**src/rtl/seg7_pkg.sv**
```systemverilog
// Shared types and segment patterns for the 7-segment scan controller.
// Patterns are {a,b,c,d,e,f,g}, active-high for a common-cathode display.
package seg7_pkg;

    typedef logic [6:0] seg_t;
    typedef logic [3:0] bcd_t;

    localparam seg_t SEG_0     = 7'b1111110;
    localparam seg_t SEG_1     = 7'b0110000;
    localparam seg_t SEG_2     = 7'b1101101;
    localparam seg_t SEG_3     = 7'b1111001;
    localparam seg_t SEG_4     = 7'b0110011;
    localparam seg_t SEG_5     = 7'b1011011;
    localparam seg_t SEG_6     = 7'b1011111;
    localparam seg_t SEG_7     = 7'b1110000;
    localparam seg_t SEG_8     = 7'b1111111;
    localparam seg_t SEG_9     = 7'b1111011;
    localparam seg_t SEG_BLANK = 7'b0000000;

endpackage

```
**src/rtl/seg7_decode.sv**
```systemverilog
// Combinational BCD digit to segment pattern decoder.
// Codes 10..15 have no glyph and decode to all segments off.
module seg7_decode
    import seg7_pkg::*;
(
    input  bcd_t bcd,
    output seg_t seg
);

    always_comb begin
        case (bcd)
            4'd0:    seg = SEG_0;
            4'd1:    seg = SEG_1;
            4'd2:    seg = SEG_2;
            4'd3:    seg = SEG_3;
            4'd4:    seg = SEG_4;
            4'd5:    seg = SEG_5;
            4'd6:    seg = SEG_6;
            4'd7:    seg = SEG_7;
            4'd8:    seg = SEG_8;
            4'd9:    seg = SEG_9;
            default: seg = SEG_BLANK;
        endcase
    end

endmodule

```
**src/rtl/seg7_scan_ctrl.sv**
```systemverilog
// Time-multiplexed scan controller for a common-cathode multi-digit 7-segment display.
// Define SEG7_LZB_EN to blank leading zero digits (digit 0 always shown).
module seg7_scan_ctrl
    import seg7_pkg::*;
#(
    parameter int NUM_DIGITS = 4,
    parameter int CLK_DIV    = 50000,
    parameter int BLANK_CYC  = 4
) (
    input  logic                    clk,
    input  logic                    rst,
    input  logic                    upd_valid,
    output logic                    upd_ready,
    input  logic [4*NUM_DIGITS-1:0] bcd_in,
    output logic [NUM_DIGITS-1:0]   an,
    output logic [6:0]              seg
);

    localparam int TICK_W = $clog2(CLK_DIV);
    localparam int DIG_W  = (NUM_DIGITS > 1) ? $clog2(NUM_DIGITS) : 1;
    localparam logic [TICK_W-1:0] TICK_LAST = TICK_W'(CLK_DIV - 1);
    localparam logic [DIG_W-1:0]  DIG_LAST  = DIG_W'(NUM_DIGITS - 1);

    logic [TICK_W-1:0]       tick_cnt;
    logic [DIG_W-1:0]        dig_idx;
    logic [4*NUM_DIGITS-1:0] disp_reg;
    logic [4*NUM_DIGITS-1:0] pend_reg;
    logic                    pend_flag;

    logic                    slot_end;
    logic                    frame_end;
    logic                    xfer;
    logic                    commit;
    logic                    blanking;
    logic [NUM_DIGITS-1:0]   lit_mask;
    logic                    dig_lit;
    bcd_t                    cur_dig;
    seg_t                    cur_seg;

    assign slot_end  = (tick_cnt == TICK_LAST);
    assign frame_end = slot_end && (dig_idx == DIG_LAST);
    assign xfer      = upd_valid & ~pend_flag;
    // Commit only on a frame boundary so a frame never mixes old and new digits.
    assign commit    = frame_end & pend_flag;
    assign blanking  = (tick_cnt < TICK_W'(BLANK_CYC));
    assign upd_ready = ~pend_flag;

`ifdef SEG7_LZB_EN
    logic nz_seen;

    // A digit stays lit if it or any more significant digit is nonzero.
    always_comb begin
        nz_seen  = 1'b0;
        lit_mask = '0;
        for (int i = NUM_DIGITS - 1; i >= 1; i--) begin
            nz_seen     = nz_seen | (disp_reg[4*i +: 4] != 4'd0);
            lit_mask[i] = nz_seen;
        end
        lit_mask[0] = 1'b1;
    end
`else
    assign lit_mask = '1;
`endif

    always_comb begin
        cur_dig = '0;
        dig_lit = 1'b0;
        for (int i = 0; i < NUM_DIGITS; i++) begin
            if (dig_idx == DIG_W'(i)) begin
                cur_dig = disp_reg[4*i +: 4];
                dig_lit = lit_mask[i];
            end
        end
    end

    seg7_decode u_decode (
        .bcd (cur_dig),
        .seg (cur_seg)
    );

    always_ff @(posedge clk) begin
        if (rst) begin
            tick_cnt  <= '0;
            dig_idx   <= '0;
            disp_reg  <= '0;
            pend_reg  <= '0;
            pend_flag <= 1'b0;
            an        <= '0;
            seg       <= SEG_BLANK;
        end else begin
            tick_cnt <= slot_end ? '0 : tick_cnt + 1'b1;
            if (slot_end) begin
                dig_idx <= (dig_idx == DIG_LAST) ? '0 : dig_idx + 1'b1;
            end

            if (commit) begin
                disp_reg  <= pend_reg;
                pend_flag <= 1'b0;
            end else if (xfer) begin
                pend_reg  <= bcd_in;
                pend_flag <= 1'b1;
            end

            // Output stage: registered view of this cycle's counters and display value.
            if (blanking || !dig_lit) begin
                an  <= '0;
                seg <= SEG_BLANK;
            end else begin
                an  <= NUM_DIGITS'(1) << dig_idx;
                seg <= cur_seg;
            end
        end
    end

endmodule

```
**config.mk**
```make
export PLATFORM = sky130hd
export DESIGN_NAME = seg7_scan_ctrl
export DESIGN_NICKNAME = d
export VERILOG_FILES = /design/src/rtl/seg7_pkg.sv /design/src/rtl/seg7_decode.sv /design/src/rtl/seg7_scan_ctrl.sv
export SDC_FILE = /design/constraint.sdc
export NUM_CORES = 1
export LEC_CHECK = 0
export BUFFER_PORTS_ARGS = -buffer_cell sky130_fd_sc_hd__buf_2
export CORE_MARGIN = 3
export CORE_UTILIZATION = 58
export CTS_CLUSTER_SIZE = 8
export DETAILED_ROUTE_END_ITERATION = 6
export PLACE_DENSITY = 0.8
export SYNTH_ARGS = -nofsm -noshare
export SYNTH_HDL_FRONTEND = slang
export SYNTH_SLANG_ARGS = --single-unit
```
**constraint.sdc**
```tcl
create_clock -name clk -period 2.4 [get_ports clk]
set_input_delay 0.24 -clock clk [delete_from_list [all_inputs] [get_ports clk]]
set_output_delay 0.24 -clock clk [all_outputs]
set_load 0.01 [all_outputs]
```
==> results of run 1 <==
## path summary, 6_finish.rpt
kind | from | endpoint | slack (ns)
setup / recovery | dig_idx[1]$_SDFFE_PP0P_ | seg[5]$_SDFF_PP0_ | 0.17
hold / removal | bcd_in[4] | pend_reg[4]$_SDFFE_PP0P_ | 0.14
setup reg to reg | dig_idx[1]$_SDFFE_PP0P_ | seg[5]$_SDFF_PP0_ | 0.17
hold reg to reg | pend_reg[11]$_SDFFE_PP0P_ | pend_reg[11]$_SDFFE_PP0P_ | 0.46
## metrics by stage
step / setup WS (ns) / cells / util, % / hold slack (ns)
6_report: 0.174 / 418 / 68.1 / 0.135
3_3_place_gp: 0.349 / 402 / 64.3 / 0.440
4_1_cts: 0.170 / 417 / 68.0 / 0.129
2_1_floorplan: 0.466 / 321 / - / 0.376
5_1_grt: 0.0196 / 418 / 68.1 / 0.148
3_5_place_dp: 0.213 / 402 / 64.3 / 0.447
## per-layer routing
metal | up-vias | GRT usage [%]
li1 | 1219 | -
met1 | 1143 | 30.4
met2 | 58 | 32.8
met3 | 13 | 4.49
met4 | 0 | 10.9
met5 | - | 0
## cells in the mapped netlist, types with 8 or more instances
cell type | count | area share [%]
dfxtp_1 | 62 | 43
a21oi_1 | 38 | 6.6
nand2_1 | 38 | 4.9
nand4_1 | 22 | 4.8
nor2_1 | 16 | 2.1
ha_1 | 11 | 4.8
clkbuf_1 | 10 | 1.3
inv_1 | 10 | 1.3
o31ai_1 | 10 | 2.6
nor3_1 | 9 | 1.6
buf_2 | 8 | 1.4
## kinds of logic (layout without fill, tap and decap cells)
logic type	Yosys count	count (layout)	synth area share, %
buffers and inverters	32	62	5.03
flip-flops	62	62	43.0
AO/OA/AOI/OAI	77	77	19.0
XOR/XNOR	13	13	3.94
AND/OR/NAND/NOR	123	123	23.1
adder cells (fa/ha/maj)	11	11	4.77
multiplexers	3	3	1.08
## area by class of cell
| type | instances | area [µm²] |
|---|---|---|
| Fill cell | 401 | 1520 |
| Inverter | 10 | 37.5 |
| Clock inverter | 4 | 22.5 |
| Sequential cell | 62 | 1240 |
| Tap cell | 67 | 83.8 |
| Multi-Input combinational cell | 227 | 1500 |
| Clock buffer | 11 | 151 |
| Timing Repair Buffer | 37 | 203 |
## worst max-delay path, delay by kind of cell, from the launching register on
kind	cells	cell delay, ns
AND/OR/NAND/NOR	1	0.05
AO/OA/AOI/OAI	3	0.65
flip-flops	1	0.43
buffers and inverters	1	0.17
adder cells (fa/ha/maj)	2	0.82
## power by group through the flow
stage | clock [mW] | combinational (mW) | sequential, mW
after floorplan | 0 | 0.0536 | 1.09
after global placement | 0 | 0.0844 | 1.09
after detailed placement | 0 | 0.0864 | 1.09
after CTS | 0.819 | 0.0867 | 1.07
after global routing | 0.866 | 0.100 | 1.07
final | 0.808 | 0.0861 | 1.07
## what timing repair did
action,in CTS,in global routing
endpoints found under the setup margin,0,2
buffers inserted,0,1
hold endpoints to repair,0,0
==> reports/qor.log, run 1 <==
INFO  cts            cts_repair_resize_count=0
INFO  layout         area_growth_syn_to_layout=12.2%
INFO  cts            clk_path_buf_depth=2
INFO  power          total_leakage_power=1.21nW
INFO  cts            cts_inserted_buffers=9
INFO  layout         layout_common_cells=dfxtp_1, a21oi_1, nand2_1
INFO  layout         final_common_cell=dfxtp_1
INFO  floorplan      fp-row-count=25
INFO  synthesis      async_set_or_reset_register_ratio_after_synthesis=0%
INFO  power          comb_power_share=4.4%
INFO  detailed_routing wl_met2=2670µm
INFO  global_routing groute.usage.overall=22.1%
INFO  power          power.share.switching=23.1%
INFO  global_routing grt_antenna_before_repair=0
INFO  critical_path  critPathMostFrequentCell=ha_1
INFO  critical_path  r2r_cells=7
INFO  sta            hold_viol_final=0
INFO  critical_path  timing.critical_path.cells=ha_1, a211oi_1, a221o_1, buf_4, ha_1, nor2_1, o21a_1
INFO  critical_path  data_arrival_critical_path=2.45ns
INFO  synthesis      syn_nets=351
INFO  critical_path  path_max_fanout=15
INFO  synthesis      number_of_synthesized_flops_with_an_enable_pin=0
INFO  floorplan      fp.coreArea=4750µm²
INFO  hold_path      hold_path_depth=3
INFO  layout         fin_area=3240µm²
INFO  critical_path  crit_required=2.63ns
INFO  global_routing first_global_vias=2227
INFO  global_routing maximum_number_of_pins_on_one_net_before_global_route_repair=39
INFO  power          power.net_switching=454µW
INFO  detailed_routing ant_nets=0
INFO  sta            report.final.slew_viol_count=0
INFO  detailed_routing drt-wirelength-per-cell=14.4µm
INFO  critical_path  path_class=flip-flop to flip-flop
INFO  place          place.gp.congestion=0.854
INFO  layout         post_route_cells_drive_above_1_share=18.8%
INFO  power          flop_pwr_share=54.5%
INFO  sta            fin_crit=2.23ns
INFO  floorplan      dieWidth=76.5µm
INFO  critical_path  timing.critical_path.slowest_cell_delay=0.53ns
INFO  sta            final_setup_violations=0
INFO  floorplan      die-area=5860µm²
INFO  synthesis      ys_ff_latch=62
INFO  floorplan      die_h=76.5µm
INFO  layout         count_of_inserted_antenna_diode_cells=0
INFO  critical_path  crit_slowest_cell=ha_1
INFO  detailed_routing top_layer_used=met4
INFO  synthesis      ys_types=47
INFO  floorplan      initial_utilization=60.7%
INFO  detailed_routing via_count=2433
INFO  detailed_routing finalWirelength=6000µm
INFO  detailed_routing wirelength_met1=2930µm
INFO  synthesis      mappedNetlistArea=2890µm²
INFO  detailed_routing detail_route.first_pass.iterations=4
INFO  detailed_routing drt-vias-per-instance=5.82
INFO  critical_path  setup.worst_path.start_class=flip-flop
INFO  detailed_routing drc_errors=0
INFO  detailed_routing dr_wl_met3=272µm
INFO  run_status     outcome=complete, no violations
INFO  cts            tritoncts=built
INFO  place          port_buffers=30
INFO  cts            clk-insertion-delay-late=0.34ns
INFO  sta            maximum_operating_frequency=449MHz
INFO  global_routing global_route_congestion_overflow_total=0
INFO  sta            timing_worst_slew_pin_value=0.627ns
INFO  power          cellPowerDensity=606nW/µm²
INFO  cts            tritoncts_num_sinks=62
INFO  cts            h-tree-depth=3
INFO  synthesis      postSynthAreaPerCell=8.99µm²
INFO  sta            timing.final.crit_share=92.7%
INFO  detailed_routing number_of_drc_markers_after_the_initial_detailed_route_iteration=120
INFO  sta            max-slew-margin-rel=58.2%
INFO  synthesis      post_synth_inst_count=321
INFO  critical_path  worst_setup_path_end_kind=flip-flop
INFO  place          placed_cell_area=3060µm²
INFO  power          power_frac_clock=41.1%
INFO  power          power.total=1.96mW
INFO  power          intPower=1.51mW
INFO  cts            clock-root-buffer=clkbuf_8
INFO  sta            unrepaired_setup_endpoints_after_global_routing=false
INFO  sta            clock_skew=0.00818ns
INFO  place          detailedPlacementHpwl=4140µm
INFO  flow_run       max_cap_violations=0
INFO  power          peakVddDrop=0.000364V
INFO  layout         number_of_nets_at_the_end_of_the_flow=377
INFO  cts            clk_pin_slew=0.07ns
INFO  sta            timing.setup.tns=0ns
INFO  synthesis      dominantRegCellSynth=dfxtp_1
INFO  global_routing grt_pass1_wl=10400µm
INFO  synthesis      ys.warnings.count=0
INFO  synthesis      synth.yosys.seq_area_share=43.0%
INFO  floorplan      io_pins=31
INFO  cts            postCtsHoldBufs=0
INFO  hold_path      hp-class=input port to flip-flop
(Power assumes the default switching activity.)
==> run 2: changes to the inputs <==
- CAP_MARGIN: not set -> 20
- PLACE_DENSITY: 0.8 -> 0.76
==> reports/qor.log, run 2 (synthesized netlist as in run 1, its figures left out) <==
INFO  run_status     outcome=complete, no violations
INFO  hold_path      hold_path_depth=3
INFO  layout         final_core_utilization=68.9%
INFO  layout         count_of_inserted_antenna_diode_cells=0
INFO  layout         layout_common_cells=dfxtp_1, a21oi_1, nand2_1
INFO  floorplan      fp-row-count=25
INFO  sta            timing.setup.tns=0ns
INFO  detailed_routing via_count=2373
INFO  power          cellPowerDensity=651nW/µm²
INFO  floorplan      die_h=76.5µm
INFO  critical_path  rr_endpoint=seg[1]$_SDFF_PP0_
INFO  layout         number_of_nets_at_the_end_of_the_flow=376
INFO  cts            tritoncts_num_sinks=62
INFO  detailed_routing drt-wirelength-per-cell=14.5µm
INFO  sta            fin_crit=2.19ns
INFO  cts            clk-insertion-delay-late=0.33ns
INFO  power          total_leakage_power=1.23nW
INFO  sta            unrepaired_setup_endpoints_after_global_routing=false
INFO  cts            clock-root-buffer=clkbuf_8
INFO  place          place.gp.congestion=0.855
INFO  sta            report.final.slew_viol_count=0
INFO  critical_path  setup.worst_path.start_class=flip-flop
INFO  sta            timing_worst_slew_pin_value=0.806ns
INFO  critical_path  path_class=flip-flop to flip-flop
INFO  critical_path  r2r_cells=7
INFO  detailed_routing finalWirelength=6070µm
INFO  flow_run       max_cap_violations=0
INFO  global_routing maximum_number_of_pins_on_one_net_before_global_route_repair=39
INFO  global_routing globalRouteMet3Util=5.91%
INFO  global_routing first_global_vias=2202
INFO  layout         n_fill_cell=404
INFO  floorplan      die-area=5860µm²
INFO  sta            max-slew-margin-rel=46.2%
INFO  global_routing grt_antenna_before_repair=0
INFO  layout         final_common_cell=dfxtp_1
INFO  place          detailedPlacementHpwl=4230µm
INFO  hold_path      min_delay_worst_endpoint=pend_reg[12]$_SDFFE_PP0P_
INFO  cts            tritoncts=built
INFO  layout         post_route_cells_drive_above_1_share=19.1%
INFO  power          power.total=2.13mW
INFO  critical_path  worst_r2r_start=dig_idx[0]$_SDFFE_PP0P_
INFO  critical_path  timing.critical_path.slowest_cell_delay=0.43ns
INFO  hold_path      hp-class=input port to flip-flop
INFO  floorplan      io_pins=31
INFO  critical_path  worst_setup_path_end_kind=flip-flop
INFO  hold_path      hold_path.startpoint=bcd_in[12]
INFO  power          peakVddDrop=0.000389V
INFO  cts            clk_pin_slew=0.07ns
INFO  cts            postCtsHoldBufs=0
INFO  detailed_routing ant_nets=0
INFO  global_routing groute.usage.overall=22.0%
INFO  critical_path  timing.critical_path.cells=inv_1, ha_1, a211oi_1, a221o_1, inv_1, ha_1, o32ai_1
INFO  critical_path  crit_required=2.64ns
INFO  critical_path  ff2ff_setup_slack=0.21ns
INFO  cts            cts_repair_resize_count=0
INFO  layout         area_growth_syn_to_layout=13.6%
INFO  global_routing global_route_congestion_overflow_total=0
INFO  sta            final_setup_violations=0
INFO  global_routing met1_capacity_usage_during_global_routing=29.5%
INFO  detailed_routing detail_route.first_pass.iterations=4
INFO  cts            post_cts_buffers=0
INFO  global_routing routing_usage_on_met2=33.6%
INFO  cts            h-tree-depth=3
INFO  sta            final.setup.worst_slack=0.209ns
INFO  critical_path  path_max_fanout=8
INFO  critical_path  crit_slowest_cell=dfxtp_1
INFO  floorplan      initial_utilization=60.7%
INFO  sta            clock_skew=0.00808ns
INFO  critical_path  cpLargestDelayFamily=compound AO/OA/AOI/OAI gates
INFO  critical_path  data_arrival_critical_path=2.43ns
INFO  detailed_routing drc_errors=0
INFO  detailed_routing drt-vias-per-instance=5.68
INFO  sta            timing.final.crit_share=91.3%
INFO  floorplan      fp.coreArea=4750µm²
INFO  sta            hold_viol_final=0
INFO  cts            clk_path_buf_depth=2
INFO  floorplan      dieWidth=76.5µm
INFO  sta            maximum_operating_frequency=456MHz
INFO  place          post-place-ws=0.240ns
INFO  place          port_buffers=30
INFO  detailed_routing number_of_drc_markers_after_the_initial_detailed_route_iteration=175
INFO  global_routing grt_busiest_layer=met2
INFO  global_routing grt_pass1_wl=10400µm
INFO  critical_path  combined_buffer_and_inverter_count_along_the_critical_path=2
INFO  cts            cts_inserted_buffers=9
## run 2: layer usage
metal | up-vias | share of wire (%)
li1 | 1220 | -
met1 | 1080 | 50
met2 | 64 | 44
met3 | 9 | 5.1
met4 | 0 | 1.4
met5 | - | 0
## run 2: how the worst max path moves through the flow
stage | start | end | cells past startpoint
2_1_floorplan | dig_idx[0]$_SDFFE_PP0P_ | seg[5]$_SDFF_PP0_ | 7
3_3_place_gp | dig_idx[0]$_SDFFE_PP0P_ | seg[6]$_SDFF_PP0_ | 6
3_5_place_dp | dig_idx[0]$_SDFFE_PP0P_ | seg[1]$_SDFF_PP0_ | 7
4_1_cts | dig_idx[0]$_SDFFE_PP0P_ | seg[1]$_SDFF_PP0_ | 7
5_1_grt | dig_idx[0]$_SDFFE_PP0P_ | seg[0]$_SDFF_PP0_ | 7
6_report | dig_idx[0]$_SDFFE_PP0P_ | seg[1]$_SDFF_PP0_ | 7
## run 2: worst register-to-register path, delay by kind of cell (launching register included)
family,cells,cell delay [ns]
buffers and inverters,2,0.30
AOI/OAI and AO/OA,3,0.83
adders and majority gates,2,0.55
DFF,1,0.43
## run 2: per-stage QoR
| stage | instances | instance area, µm² | hold slack (ns) |
|---|---|---|---|
| after floorplan | 321 | 2890 | 0.376 |
| after global placement | 402 | 3060 | 0.441 |
| after detailed placement | 402 | 3060 | 0.448 |
| after CTS | 418 | 3280 | 0.122 |
| after global routing | 418 | 3280 | 0.128 |
| final | 418 | 3280 | 0.134 |
## run 2: power breakdown
| part | internal (mW) | switching (mW) | leakage, nW |
|---|---|---|---|
| registers | 1.05 | 0.0158 | 0.503 |
| clock network | 0.590 | 0.388 | 0.115 |
| logic | 0.0356 | 0.0513 | 0.616 |
| total | 1.68 | 0.455 | 1.23 |
## run 2: area by class of cell
cell class | count | area, µm² | share of cell area [%]
timing repair buffer | 36 | 195 | 5.95
multi-input combinational | 227 | 1500 | 45.8
clock inverter | 3 | 40.0 | 1.22
clock buffer | 13 | 179 | 5.46
tap | 67 | 83.8 | 2.56
inverter | 10 | 37.5 | 1.15
sequential | 62 | 1240 | 37.9
==> run 3: changes to the inputs <==
- CORE_UTILIZATION: 58 -> 60
- CTS_BUF_LIST: not set -> sky130_fd_sc_hd__clkbuf_2
- PLACE_DENSITY: 0.76 -> 0.78
- RECOVER_POWER: not set -> 25
==> reports/qor.log, run 3 (synthesized netlist as in run 1, its figures left out) <==
INFO  layout         area_growth_syn_to_layout=14.1%
INFO  global_routing global_route_congestion_overflow_total=0
INFO  critical_path  critPathMostFrequentCell=ha_1
INFO  cts            clk-insertion-delay-late=0.46ns
INFO  cts            clk_pin_slew=0.17ns
INFO  cts            tritoncts=built
INFO  sta            clock_skew=0.0121ns
INFO  sta            maximum_operating_frequency=452MHz
INFO  sta            timing.setup.tns=0ns
INFO  place          place.gp.congestion=0.840
INFO  layout         n_fill_cell=370
INFO  floorplan      die-area=5680µm²
INFO  detailed_routing drt-vias-per-instance=5.97
INFO  sta            fin_crit=2.21ns
INFO  floorplan      die_h=75.4µm
INFO  cts            h-tree-depth=3
INFO  sta            report.final.slew_viol_count=0
INFO  critical_path  setup.worst_path.start_class=flip-flop
INFO  layout         post_route_cells_drive_above_1_share=15.3%
INFO  global_routing groute.usage.overall=24.8%
INFO  place          detailedPlacementHpwl=4170µm
INFO  layout         number_of_nets_at_the_end_of_the_flow=392
INFO  cts            tritoncts_num_sinks=62
INFO  global_routing maximum_number_of_pins_on_one_net_before_global_route_repair=39
INFO  power          cellPowerDensity=547nW/µm²
INFO  floorplan      initial_utilization=64.1%
INFO  detailed_routing number_of_drc_markers_after_the_initial_detailed_route_iteration=252
INFO  power          peakVddDrop=0.000412V
INFO  sta            unrepaired_setup_endpoints_after_global_routing=false
INFO  global_routing grt_antenna_before_repair=0
INFO  place          port_buffers=30
INFO  cts            cts_inserted_buffers=9
INFO  hold_path      hp-class=input port to flip-flop
INFO  detailed_routing detail_route.first_pass.iterations=4
INFO  global_routing grt_pass1_wl=10700µm
INFO  detailed_routing finalWirelength=6360µm
INFO  power          total_leakage_power=1.21nW
INFO  detailed_routing drc_errors=0
INFO  floorplan      fp.coreArea=4500µm²
INFO  sta            hold_viol_final=0
INFO  sta            timing.final.crit_share=92.2%
INFO  critical_path  crit_slowest_cell=ha_1
INFO  floorplan      fp-row-count=24
INFO  floorplan      dieWidth=75.4µm
INFO  sta            timing_worst_slew_pin_value=0.646ns
INFO  layout         area.sequential=1240µm²
INFO  critical_path  path_class=flip-flop to flip-flop
INFO  detailed_routing drt-wirelength-per-cell=15.2µm
INFO  layout         layout_common_cells=dfxtp_1, a21oi_1, nand2_1
INFO  cts            clk_path_buf_depth=2
INFO  cts            clock-root-buffer=clkbuf_2
INFO  detailed_routing via_count=2502
INFO  critical_path  timing.critical_path.slowest_cell_delay=0.53ns
INFO  run_status     outcome=complete, no violations
INFO  sta            max-slew-margin-rel=57.0%
INFO  floorplan      io_pins=31
INFO  critical_path  crit_required=2.78ns
INFO  detailed_routing ant_nets=0
INFO  layout         multi_input_comb_area=1500µm²
INFO  critical_path  path_max_fanout=15
INFO  layout         count_of_inserted_antenna_diode_cells=0
INFO  critical_path  timing.critical_path.cells=ha_1, a211oi_1, a221o_1, ha_1, mux2_2, o32ai_1
INFO  critical_path  data_arrival_critical_path=2.59ns
INFO  flow_run       max_cap_violations=0
INFO  global_routing first_global_vias=2291
INFO  critical_path  worst_setup_path_end_kind=flip-flop
INFO  sta            final_setup_violations=0
INFO  sta            worst_hold_slack=0.0869ns
INFO  layout         final_common_cell=dfxtp_1
run 3: area by class of cell:
cell class,count,share of cell area (%)
multi-input combinational,227,45.6
tap,52,1.97
timing repair buffer,52,10.4
clock buffer,12,1.82
sequential,62,37.7
clock inverter,4,1.44
inverter,10,1.14
run 3: per-stage QoR:
stage               power [mW]  instance area [µm²]  setup WS, ns  std cells  utilization, %
CTS                       1.81                 3310         0.141        419            73.4
detailed placement        1.18                 3040         0.199        387            67.5
global placement          1.18                 3040         0.348        387            67.5
global route              1.87                 3290        0.0280        419            73.1
floorplan                 1.14                 2890         0.466        321               -
finish                    1.80                 3290         0.187        419            73.1
run 3: final timing paths:
kind / slack, ns / end / from / cells after the start
worst max-delay path: 0.19 / seg[6]$_SDFF_PP0_ / dig_idx[0]$_SDFFE_PP0P_ / 6
worst max register to register: 0.19 / seg[6]$_SDFF_PP0_ / dig_idx[0]$_SDFFE_PP0P_ / 6
worst min register to register: 0.48 / pend_reg[14]$_SDFFE_PP0P_ / pend_reg[14]$_SDFFE_PP0P_ / 2
worst min-delay path: 0.09 / pend_flag$_SDFFE_PP0P_ / upd_valid / 3
run 3: worst max-delay path, delay by kind of cell, from the launching register on:
kind / cells / cell delay (ns)
adders and majority gates: 2 / 0.75
AOI/OAI and AO/OA: 3 / 0.63
DFF: 1 / 0.48
muxes: 1 / 0.28
run 3: where the power goes:
| group | internal (mW) | switching [mW] | leakage [nW] | total, mW |
|---|---|---|---|---|
| clock network | 0.251 | 0.372 | 0.0719 | 0.623 |
| logic | 0.0513 | 0.0562 | 0.635 | 0.107 |
| registers | 1.06 | 0.0163 | 0.503 | 1.07 |
| total | 1.36 | 0.445 | 1.21 | 1.80 |
run 3: per-layer routing:
layer  vias up  track usage, %  part of all wire [%]
li1       1249               -                     -
met4         0            9.51                   1.0
met1      1161            35.2                    47
met2        87            37.2                    47
met3         5            5.28                   5.8
met5         -               0                     0
run 3: repair_timing:
action / 4_1_cts / 5_1_grt
buffers inserted: 0 / 0
hold endpoints to repair: 16 / 0
setup endpoints to repair: 0 / 2
gates resized for setup: 0 / 1
hold buffers: 16 / 0
